### src/rtl/keypad_operand_loader.sv
// ============================================================================
// keypad_operand_loader
// Debounces raw keypad presses and loads operand A then operand B over the
// shared kbd bus, raising Ready until the sequencer acknowledges the pair.
// Optional macro: ENTRY_CLEAR_EN (pulse ClearA/ClearB low in the first SETUP).
// Revision: 1.0 - initial release
// ============================================================================
`default_nettype none

module keypad_operand_loader #(
  parameter int DEB_CYCLES   = 4,
  parameter int LATCH_CYCLES = 1
) (
  input  logic       MainClock,
  input  logic       Clear,
  input  logic [3:0] KeyCode,
  input  logic       KeyDown,
  input  logic       Ack,
  output logic [3:0] kbd,
  output logic       LatchA,
  output logic       LatchB,
  output logic       ClearA,
  output logic       ClearB,
  output logic       Sel,
  output logic       Busy,
  output logic       Ready
);

  localparam logic [3:0] DEB_N = 4'(DEB_CYCLES);
  localparam logic [2:0] LAT_N = 3'(LATCH_CYCLES);

  typedef enum logic [2:0] {
    ST_IDLE     = 3'd0,
    ST_DEBOUNCE = 3'd1,
    ST_SETUP    = 3'd2,
    ST_LATCH    = 3'd3,
    ST_HOLD     = 3'd4,
    ST_RELEASE  = 3'd5,
    ST_DONE     = 3'd6
  } state_t;

  state_t     state_q, state_d;
  logic [3:0] cnt_q, cnt_d;
  logic [3:0] cand_q, cand_d;
  logic [2:0] lcnt_q, lcnt_d;
  logic [3:0] kbd_q, kbd_d;
  logic       la_q, la_d;
  logic       lb_q, lb_d;
  logic       clr_q, clr_d;
  logic       sel_q, sel_d;
  logic       busy_q, busy_d;
  logic       ready_q, ready_d;

  always_ff @(posedge MainClock) begin
    if (Clear) begin
      state_q <= ST_IDLE;
      cnt_q   <= 4'd0;
      cand_q  <= 4'd0;
      lcnt_q  <= 3'd0;
      kbd_q   <= 4'd0;
      la_q    <= 1'b0;
      lb_q    <= 1'b0;
      clr_q   <= 1'b1;
      sel_q   <= 1'b0;
      busy_q  <= 1'b0;
      ready_q <= 1'b0;
    end else begin
      state_q <= state_d;
      cnt_q   <= cnt_d;
      cand_q  <= cand_d;
      lcnt_q  <= lcnt_d;
      kbd_q   <= kbd_d;
      la_q    <= la_d;
      lb_q    <= lb_d;
      clr_q   <= clr_d;
      sel_q   <= sel_d;
      busy_q  <= busy_d;
      ready_q <= ready_d;
    end
  end

  // Outputs are computed alongside the transition so every port is registered.
  always_comb begin
    state_d = state_q;
    cnt_d   = cnt_q;
    cand_d  = cand_q;
    lcnt_d  = lcnt_q;
    kbd_d   = kbd_q;
    la_d    = la_q;
    lb_d    = lb_q;
    clr_d   = 1'b1;
    sel_d   = sel_q;
    ready_d = ready_q;

    case (state_q)
      ST_IDLE: begin
        if (KeyDown) begin
          cand_d  = KeyCode;
          cnt_d   = 4'd1;
          state_d = ST_DEBOUNCE;
        end
      end
      ST_DEBOUNCE: begin
        if (!KeyDown || (KeyCode != cand_q)) begin
          cnt_d   = 4'd0;
          state_d = ST_IDLE;
        end else if ((cnt_q + 4'd1) == DEB_N) begin
          cnt_d   = 4'd0;
          kbd_d   = cand_q;
          state_d = ST_SETUP;
`ifdef ENTRY_CLEAR_EN
          clr_d   = sel_q;
`endif
        end else begin
          cnt_d = cnt_q + 4'd1;
        end
      end
      ST_SETUP: begin
        lcnt_d  = 3'd1;
        la_d    = ~sel_q;
        lb_d    = sel_q;
        state_d = ST_LATCH;
      end
      ST_LATCH: begin
        if (lcnt_q == LAT_N) begin
          la_d    = 1'b0;
          lb_d    = 1'b0;
          state_d = ST_HOLD;
        end else begin
          lcnt_d = lcnt_q + 3'd1;
        end
      end
      ST_HOLD: begin
        kbd_d   = 4'd0;
        state_d = ST_RELEASE;
      end
      ST_RELEASE: begin
        // A held key keeps restarting the release count, so it latches only once.
        if (KeyDown) begin
          cnt_d = 4'd0;
        end else if ((cnt_q + 4'd1) == DEB_N) begin
          cnt_d = 4'd0;
          if (sel_q) begin
            ready_d = 1'b1;
            state_d = ST_DONE;
          end else begin
            sel_d   = 1'b1;
            state_d = ST_IDLE;
          end
        end else begin
          cnt_d = cnt_q + 4'd1;
        end
      end
      ST_DONE: begin
        if (Ack) begin
          ready_d = 1'b0;
          sel_d   = 1'b0;
          state_d = ST_IDLE;
        end
      end
      default: state_d = ST_IDLE;
    endcase

    busy_d = (state_d == ST_DEBOUNCE) || (state_d == ST_SETUP) ||
             (state_d == ST_LATCH) || (state_d == ST_HOLD) ||
             (state_d == ST_RELEASE);
  end

  assign kbd    = kbd_q;
  assign LatchA = la_q;
  assign LatchB = lb_q;
  assign ClearA = clr_q;
  assign ClearB = clr_q;
  assign Sel    = sel_q;
  assign Busy   = busy_q;
  assign Ready  = ready_q;

endmodule

`default_nettype wire

### config.mk
export PLATFORM = sky130hd
export DESIGN_NAME = keypad_operand_loader
export DESIGN_NICKNAME = d
export VERILOG_FILES = /design/src/rtl/keypad_operand_loader.sv
export SDC_FILE = /design/constraint.sdc
export NUM_CORES = 1
export LEC_CHECK = 0
export ABC_AREA = 1
export BUFFER_PORTS_ARGS = -buffer_cell sky130_fd_sc_hd__buf_2
export CORE_MARGIN = 2
export CORE_UTILIZATION = 50
export DETAILED_ROUTE_END_ITERATION = 6
export GPL_TIMING_DRIVEN = 0
export PLACE_DENSITY_LB_ADDON = 0.12
export SLEW_MARGIN = 20
export SYNTH_ARGS = -nofsm -noshare
export SYNTH_HDL_FRONTEND = slang
export SYNTH_SLANG_ARGS = --single-unit
### constraint.sdc
create_clock -name MainClock -period 1.5 [get_ports MainClock]
set_clock_uncertainty 0.05 [all_clocks]
set_input_delay 0.225 -clock MainClock [delete_from_list [all_inputs] [get_ports MainClock]]
set_output_delay 0.225 -clock MainClock [all_outputs]
set_load 0.01 [all_outputs]
### Word-level counts from Yosys, hierarchy flattened

Cells that the tools add are included.
W data, S select, Z words.

| word-level totals | value |
|---|---|
| flip-flop bits (word level) | 23 |
| bits of input ports | 8 |
| output and inout port bits | 11 |
| word-level logic and storage cells | 84 |

| cells by class | value |
|---|---|
| $add $sub $neg | 2 |
| equality and inequality tests | 23 |
| mux-type cells | 30 |
| bitwise logic cells | 1 |
| reductions and logical operators | 18 |

Operator list:

| operator | count |
|---|---|
| $mux W3 | 9 |
| $mux W4 | 6 |
| $pmux W3 S7 | 1 |
| $ne A2 B2 Y1 const B | 9 |
| $eq A3 B3 Y1 const B | 5 |
| $eq A3 B2 Y1 const B | 4 |
| $pmux W4 S3 | 1 |
| $eq A3 B1 Y1 const B | 3 |
| $pmux W1 S2 | 4 |
| $pmux W4 S2 | 1 |
| $reduce_and A2 Y1 | 4 |
| $mux W1 | 7 |
| $pmux W3 S2 | 1 |
| $reduce_bool A2 Y1 | 3 |
| $logic_or A1 B1 Y1 | 5 |
| $reduce_and A5 Y1 | 1 |
| $add A4 B1 Y4 const B | 1 |
| $eq A4 B3 Y1 const B | 1 |
| $ne A4 B4 Y1 | 1 |
| $reduce_and A4 Y1 | 1 |
| $add A3 B1 Y3 const B | 1 |
| $logic_not A3 Y1 | 1 |
| $reduce_and A3 Y1 | 1 |
| $reduce_bool A3 Y1 | 1 |
| other kinds (2) | 2 |

### Logic depth before layout (Yosys ltp)

| depth | value |
|---|---|
| depth after elaboration | 10 |
| gate-level depth with buffers | 12 |
| gate-level depth less buffers | 12 |

### Worst setup path before layout

No wires, ideal clock.

| timing | value |
|---|---|
| path kind | flip-flop to flip-flop |
| start point | reg cnt_q[0] |
| end point | reg kbd_q[0] (netlist: kbd[0]) |
| library setup time | 0.116 ns |
| arrival | 1.369 ns |
| data required time | 1.334 ns |
| setup slack | -0.035 ns |
| stages on the path, launching flop included | 13 |
| path buffers | 0 |
| clock period less this slack | 1.535 ns |
| cell sequence | dfxtp_1 ha_1 inv_1 nand2_1 nand2_1 nor2_2 nand2_1 inv_2 nand2_1 nand2_2 nand2_1 a21oi_1 nor3_1 |

| on the way | value |
|---|---|
| longest elaborated chain between the ends | 4 |

RTL lines:

| item | line | source |
|---|---|---|
| start, declared | 43 | `logic [3:0] cnt_q, cnt_d;` |
| start signal, assigned | 69 | `cnt_q <= cnt_d;` |
| $add A4 B1 Y4 | 107 | `end else if ((cnt_q + 4'd1) == DEB_N) begin` |
| $eq A4 B3 Y1 | 107 |  |
| $ne A2 B2 Y1 (no source line) | - |  |
| $reduce_and A3 Y1 (no source line) | - |  |
| end signal, assigned | 72 | `kbd_q <= kbd_d;` |
| end, declared | 46 | `logic [3:0] kbd_q, kbd_d;` |

Every way passes these cells.
A chain may end at the register's enable or synchronous reset.

### Worst setup path in the final report

Same ends and word-level chain as after synthesis.

==> metrics <==
status=finished, violations left; failing checks=negative setup slack; Final period util=104%; switching share of total power=28.3%; CTS clk-pin slew, worst paths=0.13 ns; met2 track demand over resource=42.7%; worst setup margin=-0.0632 ns; die height=54.9 um; Arrival @ worst endpoint=1.74 ns; fin. max-slew vios=0; number of warnings issued by yosys=0; Inserted Clock Buffers=3; share of the synthesized area in the top cell type=35.5%; vias in the first global route=1208; clock power share=27.1%; VDD IR max=0.609 mV; WL/cell=12.3 um; Netlist cell types=29; root buf cell=clkbuf_4; CP Launch Type=flip-flop; layout cells sized above 1=40.1%; flops & latches, synth=23; # clock sinks=23; FMAX=640 MHz; power per cell area=638 nW/um^2; power share of the combinational group=14.1%; Top delay family on crit path=simple AND/OR/NAND/NOR gates; worst-skew pair later-pin latency=0.32 ns; gr usage total=23.3%; starting density of the core=52.4%; final setup TNS=-0.218 ns; post-synthesis sequential area ratio=35.5%; via count=1291; mapped cell area=1300 um^2; first-pass GRT wire length=5000 um; worst hold-check path type=input pin to flip-flop; die area=3020 um^2; CP max stage cell=dfxtp_4; Top-Level Pins=19; post-synthesis async set-or-reset flop share=0%; Post-synth EDFFs=0; largest net degree at the start of global routing=14; CP Data Required Time=1.67 ns; met3 GRT Util=3.23%; Initial DRT Pass Iterations=4; antenna cells=0; met1 usage=27.2%; GRT busiest layer=met2; dpl cell area=1420 um^2; # DRC=0; fin nets=235; Final GP Congestion=0.816; post-route ant nets=0; final setup fails=6; cell count after synthesis=190; Internal=0.000781 W; Synth area leader=dfxtp_1; Final Critical Period=1.56 ns; critical path endpoint category=flip-flop; CTS tree=built; Synth area leaders=dfxtp_1 (35%), nand2_1 (12%), a21oi_1 (8.1%); 1st-iter DRT viols=28; core area=2480 um^2; Vias/cell=5.12; max_cap viols=0; Max H-tree Level=1; initial antenna violation count=0; Die Span X=54.9 um; Cell Rows=18; final hold violations=0; unrepaired setup endpoints after global routing=yes; port bufs=16; HPWL Detailed=2160 um; critical path's largest stage delay=0.39 ns; ys flop type=dfxtp_1; drt total wl=3090 um; fin area=1710 um^2; worst-path maximum fanout=5; Synth top cells by count=nand2_1 (43), inv_1 (24), dfxtp_1 (23); syn avg cell area=6.83 um^2; Synth-to-Final Area Change=31.7%; CP Cell Sequence=buf_6 > ha_4 > inv_2 > nor2_4 > nand2_2 > inv_2 > nand2_2 > nand2_4 > nand2_4 > a21oi_1 > nor3_1; Sw Pwr=0.000309 W; Max clock buf depth=2; top-count cell post-synth=nand2_1; Crit Path Category=flip-flop to flip-flop; total gr overflow=0; Critical path buffers and inverters=3; Leak=0.811 nW; Seq pwr share=58.8%
==> placed cells by master (no fill, tap or decap), types with 2 or more instances in the layout <==
cell type	count
nand2_1	32
buf_4	9
nand4_1	2
a21oi_2	4
dfxtp_4	2
buf_2	16
nor3_1	5
nand3_1	7
o21ai_4	2
nand2_4	3
inv_1	22
nor2_1	10
clkbuf_4	3
nor2_4	7
ha_4	2
dfxtp_2	4
nand2_2	11
dfxtp_1	17
nor2_2	4
inv_2	9
o21ai_0	10
a21oi_1	18
buf_6	4
conb_1	2
nand3_2	4
ha_1	2
==> final cells by class <==
cell class                 count  area [um^2]
clock inverter                 1         5.00
timing repair buffer          27          178
fill                         207          768
tap                           30         37.5
multi-input combinational    134          858
clock buffer                   3         22.5
buffer                         3         18.8
inverter                      31          116
sequential                    23          473
==> state kept, by name, summed over array words and instances, names as in the netlist <==
name / flops
kbd: 4
Busy: 1
Sel: 1
lcnt_q: 3
Ready: 1
cnt_q: 4
state_q: 3
LatchA: 1
LatchB: 1
cand_q: 4
==> logic make-up (layout without fill, tap and decap cells) <==
logic type                 after synthesis  after routing  synth area share [%]
adders and majority gates                4              4                  3.86
and+or+nand+nor                         91             91                  33.8
DFF                                     23             23                  35.5
buffers and inverters                   34             65                  10.4
other                                    1              2                 0.289
AOI/OAI and AO/OA                       37             37                  16.2
==> repair_timing <==
item / 4_1_cts / 5_1_grt
endpoints found under the setup margin: 6 / 13
setup buffers: 10 / 1
pin swaps: 11 / 9
resized for setup: 33 / 15
hold buffers: 0 / 0
==> layer usage <==
metal	routed length [um]	share of wire, %	vias up
met4	63	2.0	0
met1	1380	45	591
met2	1570	51	20
li1	-	-	673
met5	0	0	-
met3	71	2.3	7
==> worst paths after layout <==
check / from / to / slack, ns / cells past startpoint
worst min-delay path: Clear / state_q[0] / 0.10 / 2
worst max register to register: cnt_q[0] / kbd[0] / -0.06 / 11
worst max-delay path: cnt_q[0] / kbd[0] / -0.06 / 11
worst min register to register: cand_q[2] / cand_q[2] / 0.44 / 2
==> metrics by stage <==
step	std cells	hold slack, ns	total power [W]	utilization (%)	setup slack (ns)
after floorplan	191	0.244	0.000735	-	0.0132
after global placement	237	0.400	0.000767	57.4	-0.180
after detailed placement	237	0.421	0.000772	57.4	-0.267
after CTS	251	0.0844	0.00108	66.3	-0.0162
after global routing	252	0.0927	0.00114	69.0	-0.135
final	252	0.101	0.00109	69.0	-0.0632
==> power groups by stage <==
stage / logic (W) / registers, W / clock network (W)
floorplan: 0.0000826 / 0.000652 / 0
global placement: 0.000113 / 0.000654 / 0
detailed placement: 0.000117 / 0.000656 / 0
CTS: 0.000140 / 0.000640 / 0.000296
global route: 0.000172 / 0.000643 / 0.000321
finish: 0.000154 / 0.000641 / 0.000295
Note: power is estimated with default switching activity, not from simulation.
